[src/rtl/ex_pkg.sv]
// Shared encodings for the execute stage: ALU op, funct, forwarding selects
// and the multi-cycle unit state.
package ex_pkg;

  localparam logic [1:0] ALU_ADD   = 2'b00;
  localparam logic [1:0] ALU_SUB   = 2'b01;
  localparam logic [1:0] ALU_RTYPE = 2'b10;
  localparam logic [1:0] ALU_ORI   = 2'b11;

  localparam logic [2:0] FN_ADD = 3'b000;
  localparam logic [2:0] FN_SUB = 3'b001;
  localparam logic [2:0] FN_AND = 3'b010;
  localparam logic [2:0] FN_OR  = 3'b011;
  localparam logic [2:0] FN_SLT = 3'b100;
  localparam logic [2:0] FN_SLL = 3'b101;
  localparam logic [2:0] FN_MUL = 3'b110;
  localparam logic [2:0] FN_DIV = 3'b111;

  localparam logic [1:0] FWD_REG = 2'b00;
  localparam logic [1:0] FWD_MEM = 2'b10;
  localparam logic [1:0] FWD_WB  = 2'b01;

  typedef enum logic [1:0] {
    MD_IDLE,
    MD_BUSY,
    MD_DONE
  } mdState_e;

endpackage

[src/rtl/ex_stage_mc_muldiv.sv]
// Iterative multiply (shift-add, low half) / unsigned restoring divide.
// One step per cycle for DATA_W cycles; result held while done is high.
module muldiv_iter
  import ex_pkg::*;
#(
  parameter int unsigned DATA_W = 16
) (
  input  logic              clock,
  input  logic              reset,
  input  logic              abort,
  input  logic              start,
  input  logic              op,
  input  logic [DATA_W-1:0] a,
  input  logic [DATA_W-1:0] b,
  output logic              busy,
  output logic              done,
  output logic [DATA_W-1:0] result
);

  localparam int unsigned CNT_W = (DATA_W > 1) ? $clog2(DATA_W) : 1;

  mdState_e          state;
  logic [CNT_W-1:0]  cnt;
  logic              isDiv;
  logic [DATA_W-1:0] acc;
  logic [DATA_W-1:0] qReg;
  logic [DATA_W-1:0] bReg;
  logic [DATA_W:0]   shifted;
  logic [DATA_W:0]   diff;
  logic              ge;

  // acc doubles as product accumulator (mul) and partial remainder (div)
  always_comb begin
    shifted = {acc, qReg[DATA_W-1]};
    diff    = shifted - {1'b0, bReg};
    ge      = (shifted >= {1'b0, bReg});
  end

  always_ff @(posedge clock) begin
    if (reset || abort) begin
      state <= MD_IDLE;
      cnt   <= '0;
      isDiv <= 1'b0;
      acc   <= '0;
      qReg  <= '0;
      bReg  <= '0;
    end else begin
      case (state)
        MD_IDLE: begin
          if (start) begin
            state <= MD_BUSY;
            cnt   <= '0;
            isDiv <= op;
            acc   <= '0;
            qReg  <= op ? a : b;
            bReg  <= op ? b : a;
          end
        end
        MD_BUSY: begin
          if (isDiv) begin
            acc  <= ge ? diff[DATA_W-1:0] : shifted[DATA_W-1:0];
            qReg <= {qReg[DATA_W-2:0], ge};
          end else begin
            acc  <= acc + (qReg[0] ? bReg : '0);
            bReg <= bReg << 1;
            qReg <= qReg >> 1;
          end
          cnt <= cnt + CNT_W'(1);
          if (cnt == CNT_W'(DATA_W - 1)) state <= MD_DONE;
        end
        MD_DONE: state <= MD_IDLE;
        default: state <= MD_IDLE;
      endcase
    end
  end

  assign busy   = (state == MD_BUSY);
  assign done   = (state == MD_DONE);
  assign result = isDiv ? qReg : acc;

endmodule

[src/rtl/ex_stage_mc.sv]
// Execute stage with forwarding, ALU, branch-target adder, iterative mul/div
// and the EX/MEM pipeline register.
module ex_stage_mc
  import ex_pkg::*;
#(
  parameter int unsigned DATA_W    = 16,
  parameter int unsigned REG_W     = 3,
  parameter int unsigned BR_SHIFT  = 1,
  parameter bit          MULDIV_EN = 1'b1
) (
  input  logic              clock,
  input  logic              reset,
  input  logic              in_valid,
  input  logic              ex_flush,
  input  logic [DATA_W-1:0] pc_next,
  input  logic [DATA_W-1:0] rs_data,
  input  logic [DATA_W-1:0] rt_data,
  input  logic [DATA_W-1:0] imm,
  input  logic [REG_W-1:0]  rt_addr,
  input  logic [REG_W-1:0]  rd_addr,
  input  logic              alu_src,
  input  logic [1:0]        alu_op,
  input  logic              reg_dest,
  input  logic [1:0]        fwd_a,
  input  logic [1:0]        fwd_b,
  input  logic [DATA_W-1:0] fwd_mem_data,
  input  logic [DATA_W-1:0] fwd_wb_data,
  output logic              ex_stall,
  output logic              mem_valid,
  output logic [DATA_W-1:0] mem_alu_result,
  output logic [DATA_W-1:0] mem_store_data,
  output logic [REG_W-1:0]  mem_rd,
  output logic              mem_zero,
  output logic [DATA_W-1:0] mem_branch_target
);

  logic [DATA_W-1:0] opA, opBf, opB;
  logic [DATA_W-1:0] aluResult, unitResult, finalResult;
  logic [2:0]        funct;
  logic              isMulDivFn, mdBusy, mdDone, mdIdle;

  assign funct = imm[2:0];

  always_comb begin
    case (fwd_a)
      FWD_MEM: opA = fwd_mem_data;
      FWD_WB:  opA = fwd_wb_data;
      default: opA = rs_data;
    endcase
    case (fwd_b)
      FWD_MEM: opBf = fwd_mem_data;
      FWD_WB:  opBf = fwd_wb_data;
      default: opBf = rt_data;
    endcase
    opB = alu_src ? imm : opBf;
  end

  always_comb begin
    aluResult = '0;
    case (alu_op)
      ALU_ADD: aluResult = opA + opB;
      ALU_SUB: aluResult = opA - opB;
      ALU_ORI: aluResult = opA | opB;
      default: begin
        case (funct)
          FN_ADD:  aluResult = opA + opB;
          FN_SUB:  aluResult = opA - opB;
          FN_AND:  aluResult = opA & opB;
          FN_OR:   aluResult = opA | opB;
          FN_SLT:  aluResult = {{(DATA_W-1){1'b0}}, ($signed(opA) < $signed(opB))};
          FN_SLL:  aluResult = opA << opB[3:0];
          default: aluResult = '0;
        endcase
      end
    endcase
  end

  assign isMulDivFn  = (alu_op == ALU_RTYPE) && (funct == FN_MUL || funct == FN_DIV);
  assign mdIdle      = !mdBusy && !mdDone;
  // Flush overrides stall; a unit sitting in DONE releases the stall for one cycle
  assign ex_stall    = !ex_flush && (mdBusy || (mdIdle && in_valid && isMulDivFn && MULDIV_EN));
  assign finalResult = isMulDivFn ? unitResult : aluResult;

  generate
    if (MULDIV_EN) begin : gMulDiv
      logic mdStart;
      assign mdStart = ex_stall && !mdBusy;
      muldiv_iter #(.DATA_W(DATA_W)) uMulDiv (
        .clock  (clock),
        .reset  (reset),
        .abort  (ex_flush),
        .start  (mdStart),
        .op     (funct[0]),
        .a      (opA),
        .b      (opBf),
        .busy   (mdBusy),
        .done   (mdDone),
        .result (unitResult)
      );
    end else begin : gNoMulDiv
      assign mdBusy     = 1'b0;
      assign mdDone     = 1'b0;
      assign unitResult = '0;
    end
  endgenerate

  always_ff @(posedge clock) begin
    if (reset) begin
      mem_valid         <= 1'b0;
      mem_alu_result    <= '0;
      mem_store_data    <= '0;
      mem_rd            <= '0;
      mem_zero          <= 1'b0;
      mem_branch_target <= '0;
    end else begin
      mem_valid         <= in_valid && !ex_flush && !ex_stall;
      mem_alu_result    <= finalResult;
      mem_store_data    <= opBf;
      mem_rd            <= reg_dest ? rd_addr : rt_addr;
      mem_zero          <= (finalResult == '0);
      mem_branch_target <= pc_next + (imm << BR_SHIFT);
    end
  end

endmodule

[config.mk]
export PLATFORM = sky130hd
export DESIGN_NAME = ex_stage_mc
export DESIGN_NICKNAME = d
export VERILOG_FILES = /design/src/rtl/ex_pkg.sv /design/src/rtl/ex_stage_mc_muldiv.sv /design/src/rtl/ex_stage_mc.sv
export SDC_FILE = /design/constraint.sdc
export NUM_CORES = 1
export LEC_CHECK = 0
export CAP_MARGIN = 20
export CORE_MARGIN = 2
export CORE_UTILIZATION = 56
export DETAILED_ROUTE_END_ITERATION = 16
export PLACE_DENSITY_LB_ADDON = 0.12
export RECOVER_POWER = 25
export SYNTH_ARGS = -nofsm -noshare
export SYNTH_HDL_FRONTEND = slang
export SYNTH_SLANG_ARGS = --single-unit
[constraint.sdc]
create_clock -name clock -period 7.1 [get_ports clock]
set_clock_uncertainty 0.15 [all_clocks]
set_input_delay 1.42 -clock clock [delete_from_list [all_inputs] [get_ports clock]]
set_output_delay 1.42 -clock clock [all_outputs]
set_load 0.02 [all_outputs]
==> out/qor.yml <==
synth_top_cells_by_area: "sky130_fd_sc_hd__dfxtp_1, sky130_fd_sc_hd__ha_1, sky130_fd_sc_hd__nor2_1"
power_frac_comb_pct: 47.2
nets: 1889
failed_checks: "max-capacitance violations, max-slew violations"
worst-slew-pin-transition_ns: 2.744
detail_route.drc_violations: 0
grt_overflow: 0
cts_inserted_buffers: 9
leading_cell_type_in_the_layout_fill_and_taps_excluded: "sky130_fd_sc_hd__nor2_1"
top_area_cell_type_share_of_the_netlist_area_pct: 19.24
timing.fmax_mhz: 153.6
report.final.slew_viol_count: 52
place_area_um2: 13170
crit_fanout: 14
clock_tree.buffer_depth: 2
irDropWorstVdd_uv: 124.1
yosysUniqueCellTypes: 83
number_of_antenna_violations_at_the_first_check_in_global_routing: 1
area_of_the_die_um2: 21220
worst_ep_required_time_ns: 7.25
post-route-period-util_pct: 91.72
final_design_area_no_fill_um2: 13480
ys_seq_elements: 108
report.final.setup_viol: 0
count_of_mapped_cells_out_of_synthesis: 1543
holdCritPathClass: "flop to flop"
clock_sink_count: 108
layout.cells.most_common_list: "sky130_fd_sc_hd__nor2_1, sky130_fd_sc_hd__nand2_1, sky130_fd_sc_hd__clkdlybuf4s50_1"
synth-edff-count: 0
drive_gt1_share_pct: 5.805
clk-insertion-delay-late_ns: 0.39
timing.final.crit_period_ns: 6.512
maxCapViolCount: 1
nets_in_the_synthesized_netlist: 1766
synth.yosys.seq_area_share_pct: 19.24
power_mw: 2.302
timing.critical_path.arrival_ns: 6.66
drt-vias-per-instance: 6.584
setup_ws_ns: 0.5880
synth_top_flop_cell: "sky130_fd_sc_hd__dfxtp_1"
clkSlewWorstSetupHoldPaths_ns: 0.10
post_cts_resize_count: 0
cellLeakagePower_nw: 5.575
placer_congestion: 1.023
via_count: 12750
postSynthAreaPerCell_um2: 7.284
slew_headroom_pct: -82.93
dp_hpwl_um: 34600
initial_core_util_pct: 57.37
synthesis.area_um2: 11240
number_of_setup_buffers_added_after_cts: 0
power_frac_clock_pct: 24.5
antennaDiodeCount: 0
wire_per_inst_um: 23.00
post_cts_hold_buffer_count: 0
core_area_um2: 19590
yosysTopAreaCell: "sky130_fd_sc_hd__dfxtp_1"
sequential_power_share_pct: 28.3
p_switching_mw: 0.9798
critical_path_class: "input port to flop"
floorplan.rows: 51
tritoncts: "yes"
setup_tns_ns: 0
clock-root-buffer: "sky130_fd_sc_hd__clkbuf_16"
internal_power_mw: 1.322
sw_frac_of_total_pct: 42.57
grt_setup_unrepaired: "no"
drtPass1Iterations: 6
run_status: "complete, but fails checks"
fp.dieW_um: 145.7
htree_levels: 3
areaGrowthSynthToFinish_pct: 19.95
report.final.hold_viol_count: 0
dr.first_iter.drc_count: 1496
start_kind: "input port"
power.density_cell_area_nw_per_um2: 170.7
io_buffer_count: 167
dp_worst_setup_slack_ns: 0.3864
area.sequential_um2: 2162
maximum_number_of_pins_on_one_net_before_global_route_repair: 77
route.antenna.remaining_nets: 0
design.portCount: 168
fill_cells: 1660
multi_input_comb_area_um2: 8314
all_layer_global_routing_usage_pct: 41.14
die_height_um: 145.7
postRouteWirelength_um: 44520
grt_pass1_wl_um: 68900
end_kind: "flop"
hold_slack_ns: 0.3292
asyncSetResetFlopFracSynth_pct: 0
first_global_vias: 12070
yosysWarnings: 0
[per-layer routing]
layer,up-vias,routed length [um],global-route usage (%)
li1,5844,-,-
met2,829,19150,63.49
met4,0,2611,23.04
met1,5917,17620,52.92
met3,156,5135,9.561
met5,-,0,0
[cells in the mapped netlist (5+ instances only)]
master,number
sky130_fd_sc_hd__o211ai_1,15
sky130_fd_sc_hd__buf_2,14
sky130_fd_sc_hd__nand4_1,14
sky130_fd_sc_hd__a2111oi_0,5
sky130_fd_sc_hd__ha_1,104
sky130_fd_sc_hd__nor2_1,186
sky130_fd_sc_hd__mux2i_1,61
sky130_fd_sc_hd__a22oi_1,18
sky130_fd_sc_hd__o21bai_1,11
sky130_fd_sc_hd__a31o_2,6
sky130_fd_sc_hd__xnor2_1,38
sky130_fd_sc_hd__nand3_1,27
sky130_fd_sc_hd__a22o_1,12
sky130_fd_sc_hd__o41ai_1,5
sky130_fd_sc_hd__a21boi_0,5
sky130_fd_sc_hd__inv_1,91
sky130_fd_sc_hd__a221o_1,20
sky130_fd_sc_hd__nand2_1,143
sky130_fd_sc_hd__nor4_1,10
sky130_fd_sc_hd__or2_2,5
sky130_fd_sc_hd__nor3_1,40
sky130_fd_sc_hd__or3_1,10
sky130_fd_sc_hd__a221oi_1,8
sky130_fd_sc_hd__a211oi_1,51
sky130_fd_sc_hd__a31oi_1,14
sky130_fd_sc_hd__o21ai_0,112
sky130_fd_sc_hd__o21a_1,11
sky130_fd_sc_hd__fa_1,5
sky130_fd_sc_hd__dfxtp_1,108
sky130_fd_sc_hd__a21o_1,17
sky130_fd_sc_hd__nand2b_1,13
sky130_fd_sc_hd__nor2b_1,20
sky130_fd_sc_hd__and2_1,22
sky130_fd_sc_hd__clkbuf_1,73
sky130_fd_sc_hd__buf_1,8
sky130_fd_sc_hd__a311oi_1,11
sky130_fd_sc_hd__and3_1,5
sky130_fd_sc_hd__xor2_1,18
sky130_fd_sc_hd__o2111ai_1,7
sky130_fd_sc_hd__a21oi_1,115
sky130_fd_sc_hd__o221ai_1,9
[worst max-delay path, stage by stage]
cell                              delay, ns
sky130_fd_sc_hd__clkdlybuf4s50_1       0.48
sky130_fd_sc_hd__inv_1                 0.05
sky130_fd_sc_hd__ha_1                  0.57
sky130_fd_sc_hd__inv_1                 0.38
sky130_fd_sc_hd__o21ai_0               0.59
sky130_fd_sc_hd__o21ai_0               0.27
sky130_fd_sc_hd__ha_1                  0.44
sky130_fd_sc_hd__inv_1                 0.15
sky130_fd_sc_hd__nor4_1                0.41
sky130_fd_sc_hd__a311o_1               0.35
sky130_fd_sc_hd__nand2_1               0.18
sky130_fd_sc_hd__a31oi_1               0.41
sky130_fd_sc_hd__mux2i_1               0.24
sky130_fd_sc_hd__o21ai_0               0.09
sky130_fd_sc_hd__o21ai_0               0.25
sky130_fd_sc_hd__nor2_1                0.11
sky130_fd_sc_hd__nor4_2                0.26
[path summary, 6_finish.rpt]
check | to | cells after the start | slack, ns | start
worst min register to register | gMulDiv.uMulDiv.state[1] | 2 | 0.33 | gMulDiv.uMulDiv.state[1]
worst min-delay path | gMulDiv.uMulDiv.state[1] | 2 | 0.33 | gMulDiv.uMulDiv.state[1]
worst max-delay path | mem_zero | 17 | 0.59 | fwd_b[0]
worst max register to register | gMulDiv.uMulDiv.acc[14] | 13 | 3.27 | gMulDiv.uMulDiv.qReg[0]
[power groups by stage]
| stage | Sequential (mW) | Combinational (mW) | Clock (mW) |
|---|---|---|---|
| 2_1_floorplan | 0.713 | 0.631 | 0 |
| 3_3_place_gp | 0.665 | 1.05 | 0 |
| 3_5_place_dp | 0.666 | 1.05 | 0 |
| 4_1_cts | 0.652 | 1.06 | 0.560 |
| 5_1_grt | 0.655 | 1.16 | 0.588 |
| 6_report | 0.651 | 1.09 | 0.564 |
[per-stage QoR]
stage | util (%) | cells
floorplan | - | 1543
global placement | 67.22 | 1920
detailed placement | 67.22 | 1920
CTS | 68.84 | 1936
global route | 68.82 | 1936
finish | 68.82 | 1936
[area by class of cell]
class | count | area share (%)
timing repair buffer | 212 | 14.79
sequential | 108 | 16.04
clock inverter | 7 | 0.6961
inverter | 96 | 2.673
multi-input combinational | 1239 | 61.67
clock buffer | 9 | 1.671
tap | 265 | 2.459
[sequential cells by signal, summed over array words and instances, names as in the netlist, 2 cells and up]
name                   cells
gMulDiv.uMulDiv.acc       16
gMulDiv.uMulDiv.bReg      16
gMulDiv.uMulDiv.qReg      16
mem_alu_result            16
mem_branch_target         16
mem_store_data            16
gMulDiv.uMulDiv.cnt        4
mem_rd                     3
gMulDiv.uMulDiv.state      2
[cells by family (layout without fill, tap and decap cells)]
kind of cell	after synthesis	in the layout	synth area share [%]
compound gates	502	502	30.51
buf+inv	196	324	6.913
fa+ha+maj	109	109	12.47
simple gates	505	505	20.27
xor+xnor	56	56	4.364
flops	108	108	19.24
mux	67	67	6.234
Power figures use the tool's default switching activity.
